===== config.mk =====
export PLATFORM = sky130hd
export DESIGN_NAME = log2_seq
export DESIGN_NICKNAME = d
export VERILOG_FILES = /design/src/rtl/log2_seq.sv
export SDC_FILE = /design/constraint.sdc
export NUM_CORES = 1
export LEC_CHECK = 0
export ABC_AREA = 1
export CAP_MARGIN = 15
export CORE_MARGIN = 2
export CORE_UTILIZATION = 48
export CTS_CLUSTER_SIZE = 10
export DETAILED_ROUTE_END_ITERATION = 7
export HOLD_SLACK_MARGIN = 0.06
export PLACE_DENSITY = 0.75
export SETUP_SLACK_MARGIN = 0.5
export SLEW_MARGIN = 20
export SYNTH_ARGS = -nofsm -noshare
export SYNTH_HDL_FRONTEND = slang
export SYNTH_SLANG_ARGS = --single-unit

===== constraint.sdc =====
create_clock -name clk -period 1.46 [get_ports clk]
set_input_delay 0.438 -clock clk [delete_from_list [all_inputs] [get_ports clk]]
set_output_delay 0.438 -clock clk [all_outputs]
set_load 0.01 [all_outputs]

===== src/rtl/log2_seq.sv =====
// log2_seq: handshaked floor-log2 unit with a chunked MSB-first scan.
// Returns MSB index, zero flag and power-of-two flag per operand.
module log2_seq #(
  parameter int WIDTH = 32,
  parameter int CHUNK = 8,
  localparam int DEG_W = $clog2(WIDTH),
  localparam int NCHUNK = WIDTH / CHUNK
) (
  input  logic             clk,
  input  logic             rst_n,
  input  logic             in_valid,
  output logic             in_ready,
  input  logic [WIDTH-1:0] in_num,
  output logic             out_valid,
  input  logic             out_ready,
  output logic [DEG_W-1:0] out_degree,
  output logic             out_zero,
  output logic             out_pow2
);

  localparam int IW = (NCHUNK > 1) ? $clog2(NCHUNK) : 1;
  localparam int PW = (CHUNK > 1) ? $clog2(CHUNK) : 1;

  typedef enum logic [1:0] {IDLE, SCAN, DONE} state_t;

  state_t           state;
  state_t           state_d;
  logic [WIDTH-1:0] num_q;
  logic [IW-1:0]    idx;
  logic             pow2_q;
  logic [CHUNK-1:0] chunk;
  logic             hit;
  logic             last;
  logic             in_pow2;

  function automatic logic [PW-1:0] msb_pos(
    input logic [CHUNK-1:0] c
  );
    msb_pos = '0;
    for (int i = 0; i < CHUNK; i++)
      if (c[i]) msb_pos = PW'(i);
  endfunction

  assign chunk = num_q[int'(idx)*CHUNK +: CHUNK];
  assign hit   = |chunk;
  assign last  = (idx == '0);

  // pow2 is judged on the whole word up front
  assign in_pow2 = (in_num != '0) &&
    ((in_num & (in_num - WIDTH'(1))) == '0);

  always_ff @(posedge clk or negedge rst_n) begin
    if (!rst_n) state <= IDLE;
    else        state <= state_d;
  end

  always_comb begin
    state_d = state;
    unique case (state)
      IDLE: if (in_valid) state_d = SCAN;
      SCAN: if (hit || last) state_d = DONE;
      DONE: if (out_ready) state_d = IDLE;
      default: state_d = IDLE;
    endcase
  end

  always_comb begin
    in_ready  = (state == IDLE);
    out_valid = (state == DONE);
  end

  always_ff @(posedge clk or negedge rst_n) begin
    if (!rst_n) begin
      num_q      <= '0;
      idx        <= '0;
      pow2_q     <= 1'b0;
      out_degree <= '0;
      out_zero   <= 1'b0;
      out_pow2   <= 1'b0;
    end else begin
      unique case (1'b1)
        (state == IDLE) && in_valid: begin
          num_q  <= in_num;
          pow2_q <= in_pow2;
          idx    <= IW'(NCHUNK - 1);
        end
        (state == SCAN) && hit: begin
          out_degree <= DEG_W'(int'(idx) * CHUNK
                        + int'(msb_pos(chunk)));
          out_zero   <= 1'b0;
          out_pow2   <= pow2_q;
        end
        (state == SCAN) && !hit && last: begin
          out_degree <= '0;
          out_zero   <= 1'b1;
          out_pow2   <= 1'b0;
        end
        (state == SCAN) && !hit && !last: begin
          idx <= idx - IW'(1);
        end
        default: ;
      endcase
    end
  end

endmodule


# After elaboration in Yosys (flattened, before gate mapping)
# Cells that the tools add are included.
# word_totals
out_inout_bits	9
word_cells	50
ff_bits	44
# op_classes
bitwise_logic	1
mux	16
n_reduce_logical	17
n_addsub	3
eq_ne	5
n_shift	1
# op_table
cell	n
$and A32 B32 Y32	1
$logic_not A32 Y1	1
$reduce_bool A32 Y1	1
$shiftx A32 B6 Y8	1
$sub A32 B1 Y32 const B	1
$mux W3	7
$pmux W5 S2	1
$reduce_or A8 Y1	1
$logic_and A1 B1 Y1	6
$mux W2	3
$pmux W2 S3	1
$add A5 B3 Y5	1
$logic_not A2 Y1	2
$ne A2 B2 Y1 const B	2
$pmux W1 S2	2
$pmux W2 S2	1
$reduce_bool A2 Y1	2
$reduce_and A3 Y1	1
$eq A2 B1 Y1 const B	1
$eq A2 B2 Y1 const B	1
$logic_not A1 Y1	2
$ne A2 B1 Y1 const B	1
$sub A2 B1 Y2 const B	1
$logic_or A1 B1 Y1	1
$mux W1	1

# Depth between registers and ports, before layout
# depth
word_depth	11
depth_mapped	14

# Worst setup path before layout
# Ideal clock, no wire load.
# synth_path
kind	reg-to-reg
from	reg idx[0]
to	reg idx[1]
path_stages_with_launch	14
setup_time_ns	0.119
t_arrival_ns	1.463
path_buffers	2
path_slack_ns	-0.122
required_time_ns	1.341
cell_sequence	dfrtp_1 > buf_6 > buf_4 > nand2_1 > nand3_1 > nand2_1 > nand2_1 > nor2_1 > nand2_2 > nor2_4 > nand2_2 > clkinv_1 > nand2_1 > o21a_1
# synth_via
elab_chain_cells	6
# synth_rtl
item	line_no	text
from (decl)	29	logic [IW-1:0] idx;
from (signal assigned)	85	idx <= IW'(NCHUNK - 1);
from (signal assigned)	99	idx <= idx - IW'(1);
$shiftx A32 B6 Y8	44	assign chunk = num_q[int'(idx)*CHUNK +: CHUNK];
$reduce_or A8 Y1	45	assign hit = |chunk;
$logic_not A1 Y1	98	(state == SCAN) && !hit && !last: begin
$logic_and A1 B1 Y1 (2 in a row)	98	
$pmux W2 S2 / $reduce_bool A2 Y1 (equally long branches)	--	
# Parallel ways exist; a longest one is shown, timed or not.
# A chain may end at the register's enable or synchronous reset.

# Final worst setup path
# Ends and elaborated chain as after synthesis.

==> results.sh <==
export IMPL_status="complete, but fails checks"
export IMPL_violations="negative setup slack"
export IMPL_path_class="reg -> reg"
export IMPL_ys_ff_latch=44
export IMPL_post_route_period_util=1.27
export IMPL_async_flop_share=1.00
export IMPL_fill_cells=312
export IMPL_synth_top_cell_area_share=0.408
export IMPL_ctsHtreeMaxLevel=2
export IMPL_clkPwrFrac=0.148
export IMPL_cts_tree="built"
export IMPL_synthCells=372
export IMPL_hp_class="in -> async"
export IMPL_r2r_setup_slack_ns=-0.40
export IMPL_start_util=0.493
export IMPL_core_sq_um=5470
export IMPL_yosys_top_cells_area="dfrtp_1 41%, nand2_1 18%, mux2_2 9.6%, nor2_1 8.9%, nand3_1 5.9%"
export IMPL_syn_area_per_cell_sq_um=7.25
export IMPL_pin_count=45
export IMPL_drtPass1Iterations=7
export IMPL_p_sw_frac=0.379
export IMPL_slew_viol_final=0
export IMPL_first_iter_violations=328
export IMPL_ant_nets=0
export IMPL_final_nets=547
export IMPL_worst_hold_slack_ns=0.0939
export IMPL_crit_fanout=8
export IMPL_root_buffer="clkbuf_8"
export IMPL_yosys_top_cells_count="131 x nand2_1, 64 x nor2_1, 44 x dfrtp_1, 32 x nand3_1, 23 x mux2_2"
export IMPL_p_total_uw=7440
export IMPL_wire_per_inst_um=18.2
export IMPL_worst_slack_ns=-0.399
export IMPL_drt_total_wl_mm=10.6
export IMPL_power_leakage_uw=0.00242
export IMPL_rsz0062_at_grt="true"
export IMPL_dpl_hpwl_mm=5.88
export IMPL_area_growth_pct=73.2
export IMPL_syn_area_sq_um=2700
export IMPL_finalHoldViolCount=0
export IMPL_clock_skew_ns=0.0116
export IMPL_drc=0
export IMPL_seqPwrFrac=0.306
export IMPL_grt_pass1_wl_mm=12.9
export IMPL_crit_path_start="idx[0]$_DFFE_PN0P_"
export IMPL_p_per_area_nw_per_um2=1590
export IMPL_grt_start_max_net_pins=45
export IMPL_multi_input_area_sq_um=1920
export IMPL_insertion_delay_ns=0.31
export IMPL_gp_congestion=0.992
export IMPL_cts_buffer_depth=2
export IMPL_synth_top_cell_by_area="dfrtp_1"
export IMPL_tightest_slew_ns=0.296
export IMPL_fp_row_count=27
export IMPL_fin_crit_ns=1.86
export IMPL_ir_drop_mv=0.923
export IMPL_rr_startpoint="idx[0]$_DFFE_PN0P_"
export IMPL_yosys_warnings=0
export IMPL_die_w_um=79.0
export IMPL_cts_sinks=44
export IMPL_relSlewSlack=0.800
export IMPL_drive_above_1_share=0.492
export IMPL_regArea_sq_um=1100
export IMPL_synth_most_common_cell="nand2_1"
export IMPL_drv_cap=0
export IMPL_via_per_inst=5.65
export IMPL_via_count=3287
export IMPL_reg2reg_depth=12
export IMPL_numCtsBuffers=5
export IMPL_critPathRequiredTime_ns=1.65
export IMPL_setup_worst_path_end="idx[1]$_DFFE_PN0P_"
export IMPL_antenna_cells=0
export IMPL_clkTransAtPathRegs_ns=0.08
export IMPL_numPortBuffers=44
export IMPL_start_kind="flip-flop"
export IMPL_syn_nets=409
export IMPL_worst_setup_path_end_kind="flip-flop"
export IMPL_die_y_um=79.0
export IMPL_synth_main_ff_cell="dfrtp_1"
export IMPL_arrival_ns=2.04
export IMPL_combinationalPowerShare=0.546
export IMPL_antenna_found_initial=0
export IMPL_yosysSeqAreaShare=0.408
export IMPL_fmax_ghz=0.538
export IMPL_p_sw_uw=2820
export IMPL_finalSetupViolCount=12
export IMPL_grt_pass1_vias=3000
export IMPL_track_usage=0.264
export IMPL_dieArea_sq_um=6240
export IMPL_synth_distinct_cells=29
export IMPL_synth_enable_flop_cells=0
export IMPL_worstReg2RegEnd="idx[1]$_DFFE_PN0P_"
export IMPL_p_int_uw=4620
export IMPL_gr_total_overflow=0
sequential cells by signal (all words and copies together), names as in the netlist:
register    count
pow2_q          1
state           2
num_q          32
out_degree      5
idx             2
out_zero        1
out_pow2        1
per-stage QoR:
step	setup TNS [ns]	setup slack [ns]	area, sq um	utilization	std cells
2_1_floorplan	-0.733	-0.105	2720	-	372
3_3_place_gp	-10.16	-0.649	3670	0.671	542
3_5_place_dp	-10.54	-0.680	3670	0.671	542
4_1_cts	-1.98	-0.236	4010	0.733	559
5_1_grt	-4.60	-0.446	4670	0.854	582
6_report	-3.79	-0.399	4670	0.854	582
cell families (layout without fill, tap and decap cells):
family	count (synthesis)	count (layout)	share of synthesized area
mux	23	23	0.0960
simple gates	241	241	0.368
fa+ha+maj	1	1	0.00464
compound gates	33	33	0.0663
buf+inv	30	168	0.0575
flops	44	44	0.408
layer usage:
layer / global-route usage / up-vias / wire length, um
li1: - / 1472 / -
met1: 0.304 / 1533 / 3860
met2: 0.477 / 213 / 5360
met3: 0.0409 / 69 / 813
met4: 0.124 / 0 / 591
met5: 0 / - / 0
how the worst min path moves through the flow:
stage / from / to / slack (ns) / depth (start not counted)
after floorplan: rst_n / idx[0]$_DFFE_PN0P_ / 0.14 / 0
after global placement: rst_n / num_q[1]$_DFFE_PN0P_ / 0.43 / 2
after detailed placement: rst_n / num_q[4]$_DFFE_PN0P_ / 0.43 / 2
after CTS: rst_n / num_q[6]$_DFFE_PN0P_ / 0.12 / 2
after global routing: rst_n / state[1]$_DFFE_PN0P_ / 0.13 / 2
final: rst_n / state[1]$_DFFE_PN0P_ / 0.09 / 2
placed cells by master (no fill, tap or decap), drive strengths merged:
cell and n:
o21ai 24, nand2 135, buf 103, inv 20
clkdlybuf4s50 4, a21boi 1, clkbuf 9, a31oi 1
nor2 68, mux2 23, bufinv 2, a21oi 5
dfrtp 44, ha 1, nand3 33, o21a 1
nor3 1, o311ai 1, dlygate4sd2 8, nand4 3
dlymetal6s2s 22, nor4 1
power by group through the flow:
stage | Sequential, uW | Combinational [uW] | Clock [uW]
global placement | 2060 | 2300 | 0
finish | 2280 | 4060 | 1100
global route | 2310 | 4260 | 1140
CTS | 2090 | 2760 | 1080
floorplan | 2040 | 1520 | 0
detailed placement | 2090 | 2420 | 0
final cells by class:
cell class	instances	area share
sequential	44	0.236
inverter	20	0.0182
multi-input combinational	298	0.411
clock buffer	5	0.0147
timing repair buffer	141	0.287
clock inverter	2	0.0128
tap	72	0.0193
worst max-delay path, stage by stage, from the launching register on:
cell       delay [ns]
dfrtp_2          0.48
clkbuf_16        0.20
nand2_2          0.06
nand3_1          0.11
nand2_1          0.11
nand2_1          0.08
nor2_2           0.10
nand2_2          0.10
nor2_4           0.16
nand2_2          0.10
inv_4            0.07
nand2_2          0.05
o21a_1           0.11
what timing repair did:
action,in CTS,in global routing
gates cloned,2,5
hold buffers,0,0
buffers inserted,8,18
endpoints found under the setup margin,53,53
gates resized for setup,114,127
pin swaps,13,48
(Power assumes the default switching activity.)
